## config.mk

```make
export PLATFORM = sky130hd
export DESIGN_NAME = lsu_axi_ctrl
export DESIGN_NICKNAME = d
export VERILOG_FILES = /design/src/rtl/lsu_pkg.sv /design/src/rtl/lsu_align.sv /design/src/rtl/lsu_axi_ctrl.sv
export SDC_FILE = /design/constraint.sdc
export NUM_CORES = 1
export LEC_CHECK = 0
export ABC_AREA = 1
export BUFFER_PORTS_ARGS = -buffer_cell sky130_fd_sc_hd__buf_2
export CAP_MARGIN = 25
export CORE_ASPECT_RATIO = 0.5
export CORE_MARGIN = 1.5
export CORE_UTILIZATION = 40
export CTS_CLUSTER_DIAMETER = 200
export DETAILED_ROUTE_END_ITERATION = 10
export HOLD_SLACK_MARGIN = 0.1
export PLACE_DENSITY_LB_ADDON = 0.3
export SYNTH_ARGS = -nofsm -noshare
export SYNTH_HDL_FRONTEND = slang
export SYNTH_SLANG_ARGS = --single-unit
```

## constraint.sdc

```tcl
create_clock -name clk -period 6.8 [get_ports clk]
set_input_delay 0 -clock clk [delete_from_list [all_inputs] [get_ports clk]]
set_output_delay 0 -clock clk [all_outputs]
set_load 0.01 [all_outputs]
```

## src/rtl/lsu_pkg.sv

```systemverilog
// lsu_pkg: shared size codes, bus response codes, FSM encoding and strobe mask helper for the LSU
package lsu_pkg;
   localparam logic [1:0] SZ_B = 2'b00;
   localparam logic [1:0] SZ_H = 2'b01;
   localparam logic [1:0] SZ_W = 2'b10;
   localparam logic [1:0] SZ_D = 2'b11;
   localparam logic [1:0] RESP_OKAY = 2'b00;
   typedef enum logic [2:0] {S_IDLE, S_RADDR, S_RDATA, S_WREQ, S_WRESP} state_e;
   // funct3[1:0] carries the access size; funct3=111 falls into the doubleword mask
   function automatic logic [7:0] size_mask(input logic [2:0] funct3);
      return funct3[1:0] == SZ_B ? 8'h01 : funct3[1:0] == SZ_H ? 8'h03 : funct3[1:0] == SZ_W ? 8'h0F : 8'hFF;
   endfunction
endpackage

```

## src/rtl/lsu_align.sv

```systemverilog
// lsu_align: byte-lane selection, load extension, store lane placement and alignment check
module lsu_align
   import lsu_pkg::*;
(
   input  logic [2:0]  addr_i,
   input  logic [2:0]  funct3_i,
   input  logic [63:0] rdata_i,
   input  logic [63:0] wdata_i,
   output logic [63:0] ext_rdata_o,
   output logic [63:0] lane_wdata_o,
   output logic [7:0]  strb_o,
   output logic        misalign_o
);
   logic [63:0] sh;
   logic        sx;
   // funct3[2] selects zero extension; the lane is brought down to bit 0 before extending
   always_comb begin
      sh = rdata_i >> {addr_i, 3'b000};
      sx = !funct3_i[2];
      ext_rdata_o = funct3_i[1:0] == SZ_B ? {{56{sx & sh[7]}}, sh[7:0]}
                  : funct3_i[1:0] == SZ_H ? {{48{sx & sh[15]}}, sh[15:0]}
                  : funct3_i[1:0] == SZ_W ? {{32{sx & sh[31]}}, sh[31:0]} : sh;
      lane_wdata_o = wdata_i << {addr_i, 3'b000};
      strb_o = size_mask(funct3_i) << addr_i;
      misalign_o = funct3_i[1:0] == SZ_H ? addr_i[0]
                 : funct3_i[1:0] == SZ_W ? |addr_i[1:0]
                 : funct3_i[1:0] == SZ_D ? |addr_i : 1'b0;
   end
endmodule

```

## src/rtl/lsu_axi_ctrl.sv

```systemverilog
// lsu_axi_ctrl: MEM-stage load/store unit driving a 64-bit AXI-lite master port
module lsu_axi_ctrl
   import lsu_pkg::*;
#(
   parameter int ADDR_W = 32,
   parameter int DATA_W = 64
) (
   input  logic              clk,
   input  logic              rst,
   input  logic              in_valid,
   input  logic              in_load,
   input  logic              in_store,
   input  logic [2:0]        in_funct3,
   input  logic [ADDR_W-1:0] in_addr,
   input  logic [DATA_W-1:0] in_wdata,
   output logic              mem_idle,
   output logic              lsu_r_ready,
   output logic              lsu_r_valid,
   output logic              lsu_w_valid,
   output logic              lsu_w_ready,
   output logic [DATA_W-1:0] lsu_r_data,
   output logic              lsu_err,
   output logic              ar_valid,
   input  logic              ar_ready,
   output logic [ADDR_W-1:0] ar_addr,
   input  logic              r_valid,
   output logic              r_ready,
   input  logic [DATA_W-1:0] r_data,
   input  logic [1:0]        r_resp,
   output logic              aw_valid,
   input  logic              aw_ready,
   output logic [ADDR_W-1:0] aw_addr,
   output logic              w_valid,
   input  logic              w_ready,
   output logic [DATA_W-1:0] w_data,
   output logic [DATA_W/8-1:0] w_strb,
   input  logic              b_valid,
   output logic              b_ready,
   input  logic [1:0]        b_resp
);
   state_e              state_q, state_d;
   logic [ADDR_W-1:0]   addr_q;
   logic [2:0]          f3_q;
   logic [DATA_W-1:0]   wdata_q, r_data_q, ext;
   logic                aw_done_q, w_done_q, r_valid_q, w_ready_q, err_q;
   logic                accept, misalign;
   logic [2:0]          sel_addr, sel_f3;

   assign accept = state_q == S_IDLE && in_valid && (in_load || in_store);
   // in IDLE the live request is checked for alignment; afterwards the captured copy drives the lanes
   assign sel_addr = state_q == S_IDLE ? in_addr[2:0] : addr_q[2:0];
   assign sel_f3 = state_q == S_IDLE ? in_funct3 : f3_q;
   assign lsu_r_valid = r_valid_q;
   assign lsu_w_ready = w_ready_q;
   assign lsu_err = err_q;
   assign lsu_r_data = r_data_q;

   lsu_align u_align (
      .addr_i      (sel_addr),
      .funct3_i    (sel_f3),
      .rdata_i     (r_data),
      .wdata_i     (wdata_q),
      .ext_rdata_o (ext),
      .lane_wdata_o(w_data),
      .strb_o      (w_strb),
      .misalign_o  (misalign)
   );

   // state register
   always_ff @(posedge clk or posedge rst) begin
      if (rst) state_q <= S_IDLE;
      else state_q <= state_d;
   end

   // next state: misaligned requests never leave IDLE; WREQ waits for both sticky handshakes
   always_comb begin
      state_d = state_q;
      case (state_q)
         S_IDLE:  state_d = accept && !misalign ? (in_load ? S_RADDR : S_WREQ) : S_IDLE;
         S_RADDR: state_d = ar_ready ? S_RDATA : S_RADDR;
         S_RDATA: state_d = r_valid ? S_IDLE : S_RDATA;
         S_WREQ:  state_d = (aw_done_q || aw_ready) && (w_done_q || w_ready) ? S_WRESP : S_WREQ;
         S_WRESP: state_d = b_valid ? S_IDLE : S_WRESP;
         default: state_d = S_IDLE;
      endcase
   end

   // bus channel controls and issue pulses decoded from the current state
   always_comb begin
      mem_idle = state_q == S_IDLE;
      lsu_r_ready = accept && in_load && !misalign;
      lsu_w_valid = accept && !in_load && !misalign;
      ar_valid = state_q == S_RADDR;
      r_ready = state_q == S_RDATA;
      aw_valid = state_q == S_WREQ && !aw_done_q;
      w_valid = state_q == S_WREQ && !w_done_q;
      b_ready = state_q == S_WRESP;
      ar_addr = {addr_q[ADDR_W-1:3], 3'b000};
      aw_addr = {addr_q[ADDR_W-1:3], 3'b000};
   end

   // request capture, sticky write handshakes, load result and completion/error pulses
   always_ff @(posedge clk or posedge rst) begin
      if (rst) begin
         addr_q <= '0;
         f3_q <= '0;
         wdata_q <= '0;
         r_data_q <= '0;
         aw_done_q <= 1'b0;
         w_done_q <= 1'b0;
         r_valid_q <= 1'b0;
         w_ready_q <= 1'b0;
         err_q <= 1'b0;
      end else begin
         if (accept) begin
            addr_q <= in_addr;
            f3_q <= in_funct3;
            wdata_q <= in_wdata;
         end
         if (r_ready && r_valid) r_data_q <= ext;
         aw_done_q <= state_q == S_WREQ && (aw_done_q || aw_ready);
         w_done_q <= state_q == S_WREQ && (w_done_q || w_ready);
         r_valid_q <= (accept && misalign && in_load) || (r_ready && r_valid);
         w_ready_q <= (accept && misalign && !in_load) || (b_ready && b_valid);
         err_q <= (accept && misalign) || (r_ready && r_valid && r_resp != RESP_OKAY)
                  || (b_ready && b_valid && b_resp != RESP_OKAY);
      end
   end
endmodule

```

**Word-level counts from Yosys, hierarchy flattened**

Cells that the tools add are included.

- Shift operators: 3
- Reduce and logical (&&, ||, !) cells: 37
- Muxes and demuxes: 18
- Bitwise logic cells: 3
- Eq/ne operators: 7

Operators with widths:

| operator | count |
|---|---|
| 2-to-1 mux 64 bit | 3 |
| left shift 64 x 6 -> 64 bit | 1 |
| >> shifter 64 x 6 -> 64 bit | 1 |
| 2-to-1 mux 8 bit | 3 |
| logical AND 1 bit | 19 |
| one-hot mux 3 bit (5 select lines) | 1 |
| 2-to-1 mux 3 bit | 4 |
| 2-to-1 mux 2 bit | 4 |
| left shift 8 x 3 -> 8 bit | 1 |
| logical OR 1 bit | 7 |
| equality test 3 x 2 -> 1 bit (second input constant) | 2 |
| logical NOT 1 bit | 5 |
| equality test 2 bit (second input constant) | 2 |
| nonzero test 2 bit | 2 |
| AND 1 bit | 3 |
| equality test 3 x 1 -> 1 bit (second input constant) | 1 |
| equality test 3 bit (second input constant) | 1 |
| logical NOT 3 bit | 1 |
| 2-to-1 mux 1 bit | 3 |
| OR reduction 3 bit | 1 |
| equality test 2 x 1 -> 1 bit (second input constant) | 1 |
| logical NOT 2 bit | 1 |
| OR reduction 2 bit | 1 |

- Output and inout port bits: 211
- Bits in registers: 171
- Input port bits: 177

**Longest topological paths before layout**

Gate-level depths: netlist of run 1.

- Depth after elaboration: 10
- Mapped depth: 16

**Cells and area by module**

From an unflattened synthesis of run 1, not the netlist that was laid out.

- Cells, all modules: 1,764
- Area, all modules: 11,389.7 um2

Modules (own cells, without submodules):

| module | area an instance (um2) | cells an instance | instances |
|---|---|---|---|
| lsu_axi_ctrl | 7,201.9 | 838 | 1 |
| lsu_align | 4,187.8 | 926 | 1 |

**Worst setup path before layout of run 1**

Ideal clock, no wire load.

- Path kind: register -> register
- Start point: reg state_q[2]
- End point: reg r_data_q[31], in the netlist lsu_r_data[31]
- Data arrival time: 1.852 ns
- Required time: 6.723 ns
- Cell stages (with the launch flop): 8
- Path slack: 4.871 ns
- Cell sequence: dfrtp_1 > nor3_1 > nand2_1 > inv_1 > buf_2 > clkbuf_1 > nor2_1 > a21oi_1

- Elaborated cells on any way between the ends: 14
- Classes of those cells: eq/ne (2); shift (1); mux (5); bitwise (2); reduce/logical (4)

RTL lines:

| item | line | RTL |
|---|---|---|
| start, declared | lsu_axi_ctrl.sv:41 | `state_e state_q, state_d;` |
| start signal, assigned | lsu_axi_ctrl.sv:72 | `else state_q <= state_d;` |
| equality test 3 x 2 -> 1 bit | lsu_axi_ctrl.sv:94 | `r_ready = state_q == S_RDATA;` |
| via r_ready | lsu_axi_ctrl.sv:27 | `output logic r_ready,` |
| logical AND 1 bit | lsu_axi_ctrl.sv:120 | `if (r_ready && r_valid) r_data_q <= ext;` |
| end signal, assigned | lsu_axi_ctrl.sv:120 |  |
| end, declared | lsu_axi_ctrl.sv:44 | `logic [DATA_W-1:0] wdata_q, r_data_q, ext;` |

The timed path passes the listed nets, and every way through them passes these cells.
A chain may end at the register's enable or synchronous reset.

**Worst setup path after layout of run 1**

- Start point: reg state_q[0]
- End point: out w_data[53]

- Cells in the longest elaborated chain, start to end: 3

RTL lines:

| item | line | RTL |
|---|---|---|
| logical NOT 3 bit | lsu_axi_ctrl.sv:51 | `assign sel_addr = state_q == S_IDLE ? in_addr[2:0] : addr_q[2:0];` |
| 2-to-1 mux 3 bit | lsu_axi_ctrl.sv:51 |  |
| left shift 64 x 6 -> 64 bit | lsu_align.sv:23 | `lane_wdata_o = wdata_i << {addr_i, 3'b000};` |
| end, declared | lsu_axi_ctrl.sv:35 | `output logic [DATA_W-1:0] w_data,` |

Every way passes these cells.

==> metrics, run 1 <==
run status=complete, no violations; Die X=237 um; post-synthesis instance total=1639; maximum buffer depth of the clock tree=2; Total Neg Setup Slack=0 ns; synthesized cell area=10900 um2; category of the most critical setup path=flip-flop to output pin; area fraction in and, or, nand and nor cells after synthesis=32.5%; initial drt markers=1274; largest cells by area after synthesis=sky130_fd_sc_hd__dfrtp_1, sky130_fd_sc_hd__nand2_1, sky130_fd_sc_hd__o21ai_0; area of the die=28400 um2; fraction of synthesized cell area in xor and xnor cells=0%; root buffer cell=sky130_fd_sc_hd__clkbuf_16; number of max-slew violations in the final report=0; share of synthesized area occupied by flip-flops and latches=39.1%; fraction of synthesized cell area taken by the top area cell type=39.1%; Worst Setup Start Kind=flip-flop; number of enable flip-flop cells after synthesis=0; hold violation count in the final report=0; crit-path max FO=47; Final Wtd Congestion=0.943; number of filler cells placed in the layout=2662; final global-route overflow total=0; final routed DRC violation total=0; top flip-flop cell by instance count after synthesis=sky130_fd_sc_hd__dfrtp_1; maximum clock frequency=0.251 GHz; Sw Share=52.7%; post-route clock skew=0.0148 ns; average cell area after synthesis=6.68 um2; worst-margin pin slew=1.06 ns; number of buffers inserted by post-CTS setup repair=0; adder and majority gate portion of the synthesized area=0%; leakage dissipation=7.68 nW; Synth Warn #=0; number of library cell types mapped by synthesis=35; critical path's slowest cell=sky130_fd_sc_hd__nand2_2; FF-to-FF setup slack=2.92 ns; final setup violation count=0; setup repair after global routing missed its margin=no; worst path cell trace=inv_2 -> nand2_2 -> nor2_4 -> nand2_1 -> nand2_2 -> buf_4 -> nand2_1 -> inv_1 -> a22oi_1 -> o21ai_0 -> buf_2; pin count of the biggest net entering global routing=114; top cells by instance count after synthesis=sky130_fd_sc_hd__nand2_1, sky130_fd_sc_hd__o21ai_0, sky130_fd_sc_hd__dfrtp_1, sky130_fd_sc_hd__nor2_1, sky130_fd_sc_hd__nand3_1; row count=42; core area=26600 um2; Initial DRT Pass Iterations=6; max-cap check violation count=0; number of nets in the layout=2203; fraction of synthesis flops using an asynchronous set or reset pin=100%; final worst-path cycle share=58.7%; share of power burned in the clock network=12.9%; Combinational Power Share=64.1%; synthesized-area fraction occupied by ao, oa, aoi and oai cells=15.8%; Worst setup EP type=output pin; Total GRT Usage=29.1%; number of buffers inserted during clock tree synthesis=17; fraction of power consumed by sequential logic=23.0%; clock period minus worst slack=3.99 ns; NetSw=4.15 mW; Clk Latency, worst-skew pair=0.46 ns; tightest slew margin relative to the limit=29.1%; cell-internal power=3.72 mW; post-route cell area=14500 um2; minimum hold slack=0.114 ns; most instantiated library cell after synthesis=sky130_fd_sc_hd__nand2_1; Synth area leader=sky130_fd_sc_hd__dfrtp_1; dominant combinational cell family by area after synthesis=simple AND/OR/NAND/NOR gates; port buffer count=381; mux contribution to synthesized area=0.183%; fraction of layout instances using a drive strength above 1=23.2%; dpl hpwl=29100 um; CP arrival=3.99 ns; WL final=41500 um; Req. time, crit path=6.80 ns; clock slew seen by the registers of the worst setup and hold paths=0.08 ns; Placed Instance Area=12400 um2; peak supply drop=0.000335 V; P&R area growth vs syn=32.1%; total power after layout=7.87 mW; top-level I/O count=388; detailed-route via count=12.3k; TritonCTS clock tree=yes; Seq cells post-synth=171; first-pass GRT wire length=64000 um; crit-path max cell delay=0.69 ns; Final ANT Viol Nets=0; areal power density over the cells=545 nW/um2; number of antenna violations at the first check in global routing=2; Die Ht=120 um; type of the worst min-delay path=input port to flip-flop; number of global-route vias before repair=11.4k; level count of the clock H-tree=4; starting density of the core=41.1%; Avg WL per Cell=17.3 um; Via density=5.13; clock sink count=171
==> area by class of cell <==
| type | count | area [um2] | share of cell area [%] |
|---|---|---|---|
| multi-input combinational | 1206 | 5360 | 37.0 |
| sequential | 171 | 4280 | 29.6 |
| timing repair buffer | 535 | 3430 | 23.7 |
| tap | 352 | 440 | 3.05 |
| clock buffer | 17 | 425 | 2.94 |
| inverter | 95 | 362 | 2.50 |
| clock inverter | 13 | 159 | 1.10 |
| antenna | 2 | 5.00 | 0.0346 |
==> final timing paths <==
| check | from | endpoint | cells past startpoint |
|---|---|---|---|
| min in group asynchronous | rst | wdata_q[54] | 4 |
| max reg2reg | state_q[2] | lsu_err | 8 |
| min reg2reg | wdata_q[58] | wdata_q[58] | 2 |
| min | r_data[32] | lsu_r_data[8] | 7 |
| max | state_q[0] | w_data[53] | 11 |
| max in group asynchronous | rst | state_q[0] | 6 |
==> placed cells by master (no fill, tap or decap), types with 13 or more instances in the layout <==
cell,instances
sky130_fd_sc_hd__buf_4,13
sky130_fd_sc_hd__inv_1,86
sky130_fd_sc_hd__or2_2,15
sky130_fd_sc_hd__nand3_1,90
sky130_fd_sc_hd__o21ai_0,190
sky130_fd_sc_hd__a21oi_1,56
sky130_fd_sc_hd__clkbuf_16,17
sky130_fd_sc_hd__dfrtp_1,171
sky130_fd_sc_hd__nor2_1,143
sky130_fd_sc_hd__o22ai_1,25
sky130_fd_sc_hd__buf_2,381
sky130_fd_sc_hd__nand2_1,609
sky130_fd_sc_hd__o211ai_1,26
sky130_fd_sc_hd__dlygate4sd3_1,140
==> per-layer routing <==
layer	wire, um	GRT usage [%]	vias to the layer above
li1	-	-	5971
met1	17700	37.9	5780
met2	20300	47.9	447
met3	2270	5.45	77
met4	1260	11.8	2
met5	12	0	-
==> critical path, delay by kind of cell (launching register included) <==
family                 cells  cell delay, ns
and+or+nand+nor            5            1.50
buffers and inverters      4            1.03
AOI/OAI and AO/OA          2            0.57
DFF                        1            0.41
==> metrics by stage <==
step                      util [%]  setup slack [ns]  instances
after floorplan                  -              2.17       1644
after global placement        46.7              3.45       2218
after detailed placement      46.7              3.37       2218
after CTS                     54.1              2.88       2387
after global routing          54.3              2.62       2390
final                         54.3              2.81       2391
==> cell families (layout without fill, tap and decap cells) <==
group                  Yosys count  after routing
multiplexers                     2              2
buffers and inverters          267            660
other                            1              8
AO/OA/AOI/OAI                  316            316
flip-flops                     171            171
AND/OR/NAND/NOR                882            882
==> power by group through the flow <==
| stage | Combinational, mW | Sequential [mW] | Clock, mW |
|---|---|---|---|
| floorplan | 3.32 | 1.84 | 0 |
| global placement | 4.83 | 1.82 | 0 |
| detailed placement | 4.85 | 1.82 | 0 |
| CTS | 5.00 | 1.81 | 1.03 |
| global route | 5.57 | 1.87 | 1.08 |
| finish | 5.05 | 1.81 | 1.01 |
==> registers in the layout, summed over array words and instances, names as in the netlist <==
register	cells
aw_done_q	1
lsu_r_valid	1
lsu_r_data	64
lsu_w_ready	1
state_q	3
f3_q	3
addr_q	32
lsu_err	1
wdata_q	64
w_done_q	1
==> what timing repair did <==
action / in CTS / in global routing
endpoints found under the hold margin: 238 / 6
gates resized for setup: 0 / 0
endpoints found under the setup margin: 0 / 0
hold buffers: 139 / 1
Power figures use the tool's default switching activity.
==> run 2: changes to the inputs <==
==> constraint.sdc (replaced) <==
create_clock -name clk -period 4 [get_ports clk]
set_input_delay 0 -clock clk [delete_from_list [all_inputs] [get_ports clk]]
set_output_delay 0 -clock clk [all_outputs]
set_load 0.01 [all_outputs]
==> metrics, run 2 (synthesis results as in run 1) <==
Avg WL per Cell=17.5 um (+0.65%); type of the worst min-delay path=input port to flip-flop; Clk Latency, worst-skew pair=0.46 ns (about the same); first-pass GRT wire length=64300 um (+0.48%); Initial DRT Pass Iterations=6 (unchanged); worst path cell trace=nor2_2 -> nand3_2 -> nand2_4 -> nand2_1 -> inv_1 -> a22oi_1 -> o21ai_0 -> buf_2; root buffer cell=sky130_fd_sc_hd__clkbuf_16; Die X=237 um (unchanged); row count=42 (unchanged); most frequent cells in the layout=sky130_fd_sc_hd__nand2_1, sky130_fd_sc_hd__buf_2, sky130_fd_sc_hd__o21ai_0, sky130_fd_sc_hd__dfrtp_1, sky130_fd_sc_hd__nor2_1; clock slew seen by the registers of the worst setup and hold paths=0.08 ns (about the same); leakage dissipation=7.69 nW (+0.10%); clock sink count=171 (unchanged); number of global-route vias before repair=11.6k (+1.1%); crit-path max cell delay=0.57 ns (-0.12 ns); port buffer count=381 (unchanged); TritonCTS clock tree=yes; top-level I/O count=388 (unchanged); Worst Setup Start Kind=flip-flop; most common cell after layout, fill and taps aside=sky130_fd_sc_hd__nand2_1; run status=complete, no violations; number of buffer and inverter instances along the worst setup path=2 (-2); fraction of layout instances using a drive strength above 1=23.5% (+0.23 points); total power after layout=13.5 mW (+71%); peak supply drop=0.000408 V (+22%); Req. time, crit path=4.00 ns (-2.80 ns); Util after Layout=54.3% (about the same); final global-route overflow total=0 (unchanged); maximum buffer depth of the clock tree=2 (unchanged); critical path's slowest cell=sky130_fd_sc_hd__nand2_1; final setup violation count=0 (unchanged); Worst setup EP type=output pin; Die Ht=120 um (unchanged); minimum hold slack=0.120 ns (+0.00630 ns); areal power density over the cells=931 nW/um2 (+71%); level count of the clock H-tree=4 (unchanged); worst-margin pin slew=0.836 ns (-0.227 ns); Final ANT Viol Nets=0 (unchanged); category of the most critical setup path=flip-flop to output pin; Total GRT Usage=29.3% (+0.22 points); number of max-slew violations in the final report=0 (unchanged); dpl hpwl=29400 um (+0.91%); initial drt markers=1401 (+10%); final routed DRC violation total=0 (unchanged); multi-input gate area in the final layout=5350 um2 (about the same); number of filler cells placed in the layout=2653 (-0.34%); Via density=5.23 (+1.8%); crit-path max FO=69 (+47%); category of cells accounting for the largest share of critical-path delay=simple AND/OR/NAND/NOR gates; number of nets in the layout=2202 (-0.045%); WL final=41800 um (+0.69%); starting density of the core=41.1% (unchanged); number of buffers inserted during clock tree synthesis=17 (unchanged); CP arrival=3.53 ns (-0.46 ns); maximum clock frequency=0.283 GHz; post-route clock skew=0.0129 ns (-0.00190 ns); hold violation count in the final report=0 (unchanged); detailed-route via count=12.5k (+1.8%); tightest slew margin relative to the limit=44.1% (+15 points); pin count of the biggest net entering global routing=114 (unchanged); area taken by flip-flops and latches=4280 um2 (unchanged); setup repair after global routing missed its margin=no; Final Wtd Congestion=0.916 (-2.8%); Total Neg Setup Slack=0 ns (unchanged); final worst-path cycle share=88.3%; area of the die=28400 um2 (unchanged); core area=26600 um2 (unchanged); max-cap check violation count=0 (unchanged); P&R area growth vs syn=32.1% (about the same); clock period minus worst slack=3.53 ns; number of buffers inserted by post-CTS setup repair=0 (unchanged); Resized Gates After CTS=0 (unchanged); number of antenna violations at the first check in global routing=1 (-1)
run 2: cell type report:
cell class | count | share of cell area [%]
tap | 352 | 3.05
timing repair buffer | 534 | 23.6
clock inverter | 15 | 1.32
clock buffer | 17 | 2.94
multi-input combinational | 1206 | 37.0
inverter | 95 | 2.49
antenna | 2 | 0.0346
sequential | 171 | 29.6
run 2: worst paths after layout:
kind                             startpoint  slack [ns]  cells past startpoint              to
worst max-delay path             state_q[1]        0.47                      8      w_data[53]
worst min-delay path             r_data[39]        0.12                      7  lsu_r_data[15]
worst max register to register   state_q[1]        0.66                     10      state_q[1]
worst min register to register  wdata_q[61]        0.48                      2     wdata_q[61]
max in group asynchronous               rst        3.07                      4  lsu_r_data[16]
min in group asynchronous               rst        0.20                      4       addr_q[9]
run 2: where the power goes:
part           switching (mW)  internal [mW]  leakage [nW]  total, mW
clock network           0.857          0.959         0.300       1.82
logic                    5.76           2.82          5.31       8.58
registers               0.520           2.56          2.08       3.08
total                    7.14           6.33          7.69       13.5
run 2: routing by layer:
metal / share of wire, % / GRT usage [%]
met2: 49 / 48.4
met5: 0 / 0
met1: 42 / 38.6
met3: 6.3 / 5.27
met4: 3.1 / 10.9
run 2: timing repair:
item	in CTS	in global routing
setup endpoints to repair	0	0
hold buffers	135	0
hold endpoints to repair	313	0
run 2: through the flow:
stage | setup slack, ns | instance area, um2 | instances
3_3_place_gp | 1.02 | 12500 | 2223
6_report | 0.467 | 14500 | 2392
2_1_floorplan | 1.82 | 11000 | 1644
3_5_place_dp | 0.914 | 12500 | 2223
4_1_cts | 0.546 | 14500 | 2390
5_1_grt | 0.291 | 14500 | 2391
run 2: tightest hold or removal path: cells and delay by family:
family                 cells  cell delay (ns)
AND/OR/NAND/NOR            5             0.38
buffers and inverters      1             0.10
AO/OA/AOI/OAI              1             0.06
